File: src/rtl/scoreboard_pkg.sv
// Shared types for the commit scoreboard: FSM states, error codes and the
// default commit record layout stored in the expected-commit FIFO.
package scoreboard_pkg;

  typedef enum logic [2:0] {
    ST_IDLE,
    ST_RUN,
    ST_DRAIN,
    ST_PASS,
    ST_FAIL
  } sb_state_t;

  typedef enum logic [2:0] {
    ERR_NONE,
    ERR_PC,
    ERR_INSTR,
    ERR_RD,
    ERR_DATA,
    ERR_UNDERFLOW,
    ERR_EXTRA,
    ERR_TIMEOUT
  } err_t;

  localparam int unsigned COMMIT_ADDR_W = 32;
  localparam int unsigned COMMIT_DATA_W = 32;
  localparam int unsigned INSTR_W       = 32;
  localparam int unsigned RD_W          = 5;

  typedef struct packed {
    logic [COMMIT_ADDR_W-1:0] pc;
    logic [INSTR_W-1:0]       instr;
    logic [RD_W-1:0]          rd;
    logic                     we;
    logic [COMMIT_DATA_W-1:0] data;
  } commit_t;

endpackage

File: src/rtl/commit_fifo.sv
// Expected-commit FIFO: power-of-two depth, wrapping pointers and an extra
// count bit to tell full from empty. No push/pop bypass when full.
module commit_fifo
  import scoreboard_pkg::*;
#(
  parameter int unsigned DEPTH   = 8,
  parameter type         entry_t = commit_t
) (
  input  logic   clk,
  input  logic   rst,
  input  logic   push_i,
  input  entry_t data_i,
  input  logic   pop_i,
  output entry_t head_o,
  output logic   full_o,
  output logic   empty_o
);

  localparam int unsigned PTR_W = $clog2(DEPTH);

  entry_t           mem_q [DEPTH];
  logic [PTR_W-1:0] wr_ptr_q;
  logic [PTR_W-1:0] rd_ptr_q;
  logic [PTR_W:0]   count_q;
  logic             do_push;
  logic             do_pop;

  assign full_o  = (count_q == (PTR_W+1)'(DEPTH));
  assign empty_o = (count_q == '0);
  assign do_push = push_i && !full_o;
  assign do_pop  = pop_i && !empty_o;
  assign head_o  = mem_q[rd_ptr_q];

  always_ff @(posedge clk) begin
    if (!rst) begin
      wr_ptr_q <= '0;
      rd_ptr_q <= '0;
      count_q  <= '0;
    end else begin
      if (do_push) wr_ptr_q <= wr_ptr_q + PTR_W'(1);
      if (do_pop)  rd_ptr_q <= rd_ptr_q + PTR_W'(1);
      case ({do_push, do_pop})
        2'b10:   count_q <= count_q + (PTR_W+1)'(1);
        2'b01:   count_q <= count_q - (PTR_W+1)'(1);
        default: count_q <= count_q;
      endcase
    end
  end

  // Storage is left unreset; the count alone decides what is valid.
  always_ff @(posedge clk) begin
    if (do_push) mem_q[wr_ptr_q] <= data_i;
  end

endmodule

File: src/rtl/commit_scoreboard.sv
// Commit checker: compares CPU commits against buffered golden-model commits,
// counts progress and errors, and drives the end-of-test drain handshake.
module commit_scoreboard
  import scoreboard_pkg::*;
#(
  parameter int unsigned           ADDR_WIDTH     = 32,
  parameter int unsigned           DATA_WIDTH     = 32,
  parameter int unsigned           DEPTH          = 8,
  parameter int unsigned           CNT_WIDTH      = 32,
  parameter int unsigned           TIMEOUT_CYCLES = 1024,
  parameter logic [ADDR_WIDTH-1:0] END_PC         = 88,
  parameter bit                    STOP_ON_ERROR  = 1'b1
) (
  input  logic                  clk,
  input  logic                  rst,
  input  logic                  start_i,
  input  logic                  exp_valid_i,
  output logic                  exp_ready_o,
  input  logic [ADDR_WIDTH-1:0] exp_pc_i,
  input  logic [31:0]           exp_instr_i,
  input  logic [4:0]            exp_rd_i,
  input  logic                  exp_we_i,
  input  logic [DATA_WIDTH-1:0] exp_data_i,
  input  logic                  dut_valid_i,
  input  logic [ADDR_WIDTH-1:0] dut_pc_i,
  input  logic [31:0]           dut_instr_i,
  input  logic [4:0]            dut_rd_i,
  input  logic                  dut_we_i,
  input  logic [DATA_WIDTH-1:0] dut_data_i,
  input  logic                  done_i,
  output logic                  finish_o,
  output logic                  mismatch_o,
  output logic [2:0]            err_code_o,
  output logic [CNT_WIDTH-1:0]  commit_cnt_o,
  output logic [CNT_WIDTH-1:0]  mismatch_cnt_o,
  output logic [CNT_WIDTH-1:0]  cycle_cnt_o,
  output logic [2:0]            state_o,
  output logic                  pass_o,
  output logic                  fail_o
);

  typedef struct packed {
    logic [ADDR_WIDTH-1:0] pc;
    logic [31:0]           instr;
    logic [4:0]            rd;
    logic                  we;
    logic [DATA_WIDTH-1:0] data;
  } entry_t;

  localparam int unsigned     WD_W    = $clog2(TIMEOUT_CYCLES + 1);
  localparam logic [WD_W-1:0] WD_LAST = WD_W'(TIMEOUT_CYCLES - 1);

  sb_state_t            state_q, state_d;
  logic [WD_W-1:0]      wd_q, wd_d;
  err_t                 err_code_q;
  logic                 mismatch_q;
  logic [CNT_WIDTH-1:0] commit_cnt_q, commit_cnt_d;
  logic [CNT_WIDTH-1:0] mismatch_cnt_q, mismatch_cnt_d;
  logic [CNT_WIDTH-1:0] cycle_cnt_q, cycle_cnt_d;

  entry_t exp_entry, head;
  logic   fifo_full, fifo_empty, push, pop;
  logic   commit_ev;
  err_t   cmp_err, err_now;

  assign exp_ready_o = rst && !fifo_full && (state_q == ST_IDLE || state_q == ST_RUN);
  assign push        = exp_valid_i && exp_ready_o;
  assign exp_entry   = '{pc: exp_pc_i, instr: exp_instr_i, rd: exp_rd_i,
                         we: exp_we_i, data: exp_data_i};

  commit_fifo #(
    .DEPTH   (DEPTH),
    .entry_t (entry_t)
  ) u_fifo (
    .clk     (clk),
    .rst     (rst),
    .push_i  (push),
    .data_i  (exp_entry),
    .pop_i   (pop),
    .head_o  (head),
    .full_o  (fifo_full),
    .empty_o (fifo_empty)
  );

  // Data only matters when a register is really written (x0 writes are dropped).
  always_comb begin
    cmp_err = ERR_NONE;
    if (head.pc != dut_pc_i)                                   cmp_err = ERR_PC;
    else if (head.instr != dut_instr_i)                        cmp_err = ERR_INSTR;
    else if (head.we != dut_we_i || head.rd != dut_rd_i)       cmp_err = ERR_RD;
    else if (head.we && head.rd != '0 && head.data != dut_data_i) cmp_err = ERR_DATA;
  end

  always_comb begin
    state_d   = state_q;
    wd_d      = wd_q;
    err_now   = ERR_NONE;
    pop       = 1'b0;
    commit_ev = 1'b0;
    unique case (state_q)
      ST_IDLE: begin
        wd_d = '0;
        if (start_i) state_d = ST_RUN;
      end
      ST_RUN: begin
        if (dut_valid_i) begin
          commit_ev = 1'b1;
          wd_d      = '0;
          if (fifo_empty) begin
            err_now = ERR_UNDERFLOW;
          end else begin
            pop     = 1'b1;
            err_now = cmp_err;
          end
          if (err_now != ERR_NONE) begin
            if (STOP_ON_ERROR) state_d = ST_FAIL;
          end else if (head.pc == END_PC) begin
            state_d = ST_DRAIN;
          end
        end else if (wd_q >= WD_LAST) begin
          err_now = ERR_TIMEOUT;
          state_d = ST_FAIL;
        end else begin
          wd_d = wd_q + WD_W'(1);
        end
      end
      // The watchdog here measures time since entering DRAIN, commits do not rearm it.
      ST_DRAIN: begin
        if (wd_q < WD_LAST) wd_d = wd_q + WD_W'(1);
        if (dut_valid_i)                    err_now = ERR_EXTRA;
        else if (!done_i && wd_q >= WD_LAST) err_now = ERR_TIMEOUT;
        if (done_i) begin
          state_d = (mismatch_cnt_q == '0 && err_now == ERR_NONE) ? ST_PASS : ST_FAIL;
        end else if (err_now == ERR_TIMEOUT || (err_now != ERR_NONE && STOP_ON_ERROR)) begin
          state_d = ST_FAIL;
        end
      end
      default: ;
    endcase
  end

  assign commit_cnt_d   = (commit_ev && commit_cnt_q != '1) ? commit_cnt_q + CNT_WIDTH'(1)
                                                            : commit_cnt_q;
  assign mismatch_cnt_d = (err_now != ERR_NONE && mismatch_cnt_q != '1)
                          ? mismatch_cnt_q + CNT_WIDTH'(1) : mismatch_cnt_q;
  assign cycle_cnt_d    = ((state_q == ST_RUN || state_q == ST_DRAIN) && cycle_cnt_q != '1)
                          ? cycle_cnt_q + CNT_WIDTH'(1) : cycle_cnt_q;

  always_ff @(posedge clk) begin
    if (!rst) begin
      state_q        <= ST_IDLE;
      wd_q           <= '0;
      err_code_q     <= ERR_NONE;
      mismatch_q     <= 1'b0;
      commit_cnt_q   <= '0;
      mismatch_cnt_q <= '0;
      cycle_cnt_q    <= '0;
    end else begin
      state_q        <= state_d;
      wd_q           <= wd_d;
      mismatch_q     <= (err_now != ERR_NONE);
      if (err_now != ERR_NONE) err_code_q <= err_now;
      commit_cnt_q   <= commit_cnt_d;
      mismatch_cnt_q <= mismatch_cnt_d;
      cycle_cnt_q    <= cycle_cnt_d;
    end
  end

  assign finish_o       = (state_q == ST_DRAIN);
  assign pass_o         = (state_q == ST_PASS);
  assign fail_o         = (state_q == ST_FAIL);
  assign mismatch_o     = mismatch_q;
  assign err_code_o     = err_code_q;
  assign commit_cnt_o   = commit_cnt_q;
  assign mismatch_cnt_o = mismatch_cnt_q;
  assign cycle_cnt_o    = cycle_cnt_q;
  assign state_o        = state_q;

endmodule

File: config.mk
export PLATFORM = sky130hd
export DESIGN_NAME = commit_scoreboard
export DESIGN_NICKNAME = d
export VERILOG_FILES = /design/src/rtl/scoreboard_pkg.sv /design/src/rtl/commit_fifo.sv /design/src/rtl/commit_scoreboard.sv
export SDC_FILE = /design/constraint.sdc
export NUM_CORES = 1
export LEC_CHECK = 0
export ABC_AREA = 1
export BUFFER_PORTS_ARGS = -buffer_cell sky130_fd_sc_hd__buf_2
export CORE_UTILIZATION = 58
export DETAILED_ROUTE_END_ITERATION = 8
export GPL_TIMING_DRIVEN = 0
export HOLD_SLACK_MARGIN = 0.03
export PLACE_DENSITY = 0.77
export SETUP_SLACK_MARGIN = 0.3
export SYNTH_ARGS = -nofsm -noshare
export SYNTH_HDL_FRONTEND = slang
export SYNTH_HIERARCHICAL = 1
export SYNTH_SLANG_ARGS = --single-unit
File: constraint.sdc
create_clock -name clk -period 19.6 [get_ports clk]
set_input_delay 1.96 -clock clk [delete_from_list [all_inputs] [get_ports clk]]
set_output_delay 1.96 -clock clk [all_outputs]
set_load 0.01 [all_outputs]
* Word-level counts from Yosys, hierarchy flattened *
Memory sizes are Yosys's and may differ from the RTL's. A register that Yosys moved wholly into a read port is not among the register bits.
Cells that the tools add are included.
W data, S select, Z words.

word-level totals
  output and inout bits = 107
  memories kept = 1
  bits of input ports = 210
  bits in latches = 0
  flip-flop bits (word level) = 124
  bits in read-only memories = 0
  memory bits (writable) = 816

operators by class
  $add $sub $neg = 8
  divide/modulo/power cells = 0
  shift operators = 0
  multiplexer cells = 36
  reductions and logical operators = 31
  multiply operators = 0
  bitwise gates (word level) = 0
  order comparisons = 2
  equal/unequal tests = 23

memories
  memory        words  bits a word  read ports  clocked after Yosys merged registers in  wr ports  RTL line           text
  u_fifo.mem_q  8      102          1           1                                        1         commit_fifo.sv:21  entry_t mem_q [DEPTH];

operator list
  kind                     count
  $add A32 B1 Y32 const B  3
  $ne A32 B32 Y1           3
  $ne A32 B32 Y1 const B   3
  $mux W3                  22
  $mux W11                 3
  $pmux W11 S3             1
  $eq A32 B7 Y1 const B    1
  $logic_not A32 Y1        1
  $logic_and A1 B1 Y1      12
  $reduce_bool A3 Y1       4
  $add A11 B1 Y11 const B  1
  $ge A11 B10 Y1 const B   1
  $lt A11 B10 Y1 const B   1
  $pmux W3 S3              1
  $pmux W4 S2              1
  $mux W1                  7
  $add A3 B1 Y3 const B    2
  $eq A3 B2 Y1 const B     2
  $eq A3 B3 Y1 const B     2
  $logic_not A3 Y1         2
  $ne A3 B2 Y1 const B     2
  $pmux W3 S2              1
  $ne A5 B5 Y1             1
  $reduce_and A5 Y1        1
  other kinds (17)         22

* Longest topological paths before layout *
  depth after elaboration = 14
  depth in mapped cells = 28

* By module *
Netlist, hierarchy kept.

by module, submodules not included
  module             times used  cells each  area an instance (µm²)  sequential area each (µm²)
  commit_fifo        1           2386        32273.5                 24763.8
  commit_scoreboard  1           1236        8012.7                  2282.2

* Worst setup path before layout *
No wires, ideal clock.

  path kind = input-to-reg
  from = input port rst
  to = memory u_fifo/mem_q[1][0] (netlist bit), enable pin
  buffers on the path = 0
  required time = 19036 ps
  arrival time = 7352 ps
  setup slack = 11685 ps
  cell stages on the path = 7
  cells stage by stage = clkinv_1 -> nor4_1 -> and2_1 -> nand2_1 -> nor2_1 -> inv_1 -> nor2_1

on the way
  longest elaborated chain between the ends = 6

ends and longest elaborated chain
  what                               RTL line                 text
  start: declaration                 commit_scoreboard.sv:15  input logic rst,
  $logic_and A1 B1 Y1 (2 in series)  commit_scoreboard.sv:66  assign exp_ready_o = rst && !fifo_full && (state_q == ST_IDLE || state_q == ST_RUN);
  net exp_ready_o                    commit_scoreboard.sv:18  output logic exp_ready_o,
  $logic_and A1 B1 Y1                commit_scoreboard.sv:67  assign push = exp_valid_i && exp_ready_o;
  net push                           commit_scoreboard.sv:62  logic fifo_full, fifo_empty, push, pop;
  $logic_and A1 B1 Y1                commit_fifo.sv:30        assign do_push = push_i && !full_o;
  $mux W1                            commit_fifo.sv:52        if (do_push) mem_q[wr_ptr_q] <= data_i;
  $mux W1 (implied by the code)      commit_fifo.sv:52
  end: declaration                   commit_fifo.sv:21

The timed path passes the listed nets, and every way through them passes these cells.

* Worst setup path in the final report *
  from = input port rst
  to = output port exp_ready_o

on the way
  longest elaborated chain between the ends = 2

ends and longest elaborated chain
  what                               RTL line
  $logic_and A1 B1 Y1 (2 in series)  commit_scoreboard.sv:66
  end: declaration                   commit_scoreboard.sv:18

No other way between the ends.

==> impl_metrics.toml <==
[logic_synthesis]
yosys_warnings = 6
ys_ff_latch = 943
yosysUniqueCellTypes = 51
yosysTopAreaCell = "edfxtp_1"
synth_flop_cell = "edfxtp_1"
synth-edff-count = 816
synth_area_per_cell_um2 = 11.1
synth.area.top_cells = "edfxtp_1 (61%), dfxtp_1 (6.3%), nand2_1 (5.8%)"
synth_area_um2 = 40300
syn_inst = 3622
seq_area_frac_synth_pct = 67.1
synth_top_cell_area_share_pct = 60.8
syn-num-nets = 3842
synthArstFlopShare_pct = 0

[grt]
grt_pass1_wl_mm = 158
grt_pass1_vias = 27900
overflow = 0
grt_use_total_pct = 29.7
antenna_found_initial = 26
grt_max_degree = 31

[floorplanning]
rows = 96
die_w_um = 266
io_pins = 317
dieArea_um2 = 70500
start_util_pct = 58.6
core_um2 = 68700
fp.dieH_um = 266

[hold_path]
min_to = "wd_q[9]"
min_path_type = "reg2reg"
min-delay-start = "wd_q[9]"
whs_path_depth = 2

[cts]
cts_setup_buffers = 0
clock_path_buffers = 3
clkSlewWorstSetupHoldPaths_ns = 0.06
cts_tree = "yes"
htreeDepth = 3
clock-sinks = 943
cts_hold_buf = 0
root_buffer = "clkbuf_16"
numCtsBuffers = 96
clk_latency_ns = 0.66
cts_resized = 0

[placed_design]
dpl_cell_area_um2 = 43800
place_congestion = 0.959
io_buffers = 316
dp_hpwl_mm = 70.7

[timing]
worst_slew_pin_slew_ns = 1.26
fin_crit_sh_pct = 26.7
hold_viol = 0
min_period_ns = 5.23
max_freq_mhz = 191
finalSetupViolations = 0
slew_headroom_pct = 16.0
rsz0062_at_grt = "false"
skew_ns = 0.0197
setup_tns_ns = 0
slew_violations = 0

[setup_path]
r2r_cells = 19
worstPathRequired_ns = 17.64
end_kind = "output port"
critical_path_class = "in2out"
critPathLaunchType = "primary input"
cp_max_fo = 9
crit_arrival_ns = 3.27
timing.rr.end = "mismatch_cnt_o[2]"
ff2ff_setup_slack_ns = 14.98

[detailed_routing]
drt_wl_total_mm = 106
vias = 29400
wl_per_cell_um = 20.8
first_pass_iters = 7
viasPerCell = 5.77
drc = 0
antenna_left = 0
drt_iter0_markers = 3406

[job]
cap_violations = 0

[cells_and_area]
design_area_um2 = 47100
syn_to_final_growth_pct = 16.8
fillers = 4938
nets = 4287
final_layout_size_suffix_gt1_share_pct = 14.7

[status]
status = "completed"

[pwr]
powerDensity_nw_per_um2 = 108
peakVddDrop_mv = 0.0709
leakagePower_uw = 0.0166
[final cells by class]
type | count | area, µm² | share of cell area [%]
plain buffers | 171 | 855 | 1.82
clock buffers | 120 | 2610 | 5.54
clock inverters | 60 | 658 | 1.40
repair buffers | 347 | 2250 | 4.77
well taps | 931 | 1160 | 2.47
flip-flops and latches | 943 | 27000 | 57.5
diodes | 16 | 40.0 | 0.0851
multi-input cells | 2343 | 11800 | 25.1
inverters | 165 | 619 | 1.32
[placed cells by master, fill, tap and decap left out, types with 25 or more instances in the layout]
cell,netlist,final
clkbuf_1,97,111
nand2_1,621,621
buf_2,38,354
nor3_1,56,56
nand3_1,69,69
clkbuf_16,0,99
o22ai_1,102,102
o21ai_1,84,84
edfxtp_1,816,816
inv_1,154,154
mux2i_1,102,102
a21oi_1,91,91
xor2_1,67,67
nand4_1,43,43
xnor2_1,71,71
nor4_1,32,32
o21ai_0,365,365
dfxtp_1,127,127
buf_12,0,25
nor2_1,568,560
[worst max-delay path, stage by stage]
cell,delay (ns)
buf_2,0.26
clkinv_1,0.25
nor4_1,0.56
buf_2,0.24
[per-stage QoR]
step	hold slack [ns]	util [%]	total power, µW	worst slack (ns)	instances
after floorplan	0.436	-	2930	11.68	3622
after global placement	0.448	62.6	3210	6.95	4869
after detailed placement	0.454	63.7	3230	14.08	4900
after CTS	0.462	68.5	5090	14.43	5080
after global routing	0.487	68.5	5260	14.36	5090
final	0.456	68.5	5080	14.37	5096
[flip-flops by register name, summed over array words and instances (netlist names), named ones only]
register	flops
wd_q	11
mismatch_o	1
u_fifo/rd_ptr_q	3
u_fifo/count_q	4
u_fifo/wr_ptr_q	3
err_code_o	3
u_fifo/mem_q	816
cycle_cnt_o	32
commit_cnt_o	32
mismatch_cnt_o	32
state_o	3
[cells in the mapped netlist, types with 6 or more instances]
master and instances:
a21oi_1 91, a31oi_1 6, buf_1 13, buf_2 38
buf_6 17, clkbuf_1 97, dfxtp_1 127, edfxtp_1 816
ha_1 10, inv_1 154, inv_2 10, mux2i_1 102
nand2_1 621, nand3_1 69, nand4_1 43, nor2_1 568
nor3_1 56, nor3b_1 7, nor4_1 32, o21a_1 8
o21ai_0 365, o21ai_1 84, o22ai_1 102, xnor2_1 71
xor2_1 67
[where the power goes]
group / leakage, µW / internal (µW) / switching, µW
combinational: 0.00661 / 293 / 599
sequential: 0.00838 / 2280 / 37.0
clock: 0.00161 / 1110 / 764
total: 0.0166 / 3680 / 1400
[per-layer routing]
layer | vias up | part of all wire [%] | global-route usage, %
met3 | 292 | 8.5 | 4.88
met1 | 14000 | 39 | 38.0
met4 | 32 | 3.9 | 13.2
li1 | 13600 | - | -
met5 | - | 0.18 | 0
met2 | 1413 | 49 | 49.9
[logic make-up after synthesis]
family	after synthesis	share of synthesized area, %
AO/OA/AOI/OAI	666	8.77
XOR/XNOR	138	3.00
adder cells (fa/ha/maj)	10	0.311
buffers and inverters	336	3.66
flip-flops	943	67.1
multiplexers	102	2.53
AND/OR/NAND/NOR	1427	14.6
[how the worst max path moves through the flow]
stage | startpoint | cells after the start | end
2_1_floorplan | rst | 7 | u_fifo/mem_q[1][0]
5_1_grt | rst | 4 | exp_ready_o
4_1_cts | rst | 4 | exp_ready_o
3_5_place_dp | rst | 10 | u_fifo/mem_q[3][30]
6_report | rst | 4 | exp_ready_o
3_3_place_gp | rst | 8 | u_fifo/mem_q[1][27]
Note: power is estimated with default switching activity, not from simulation.
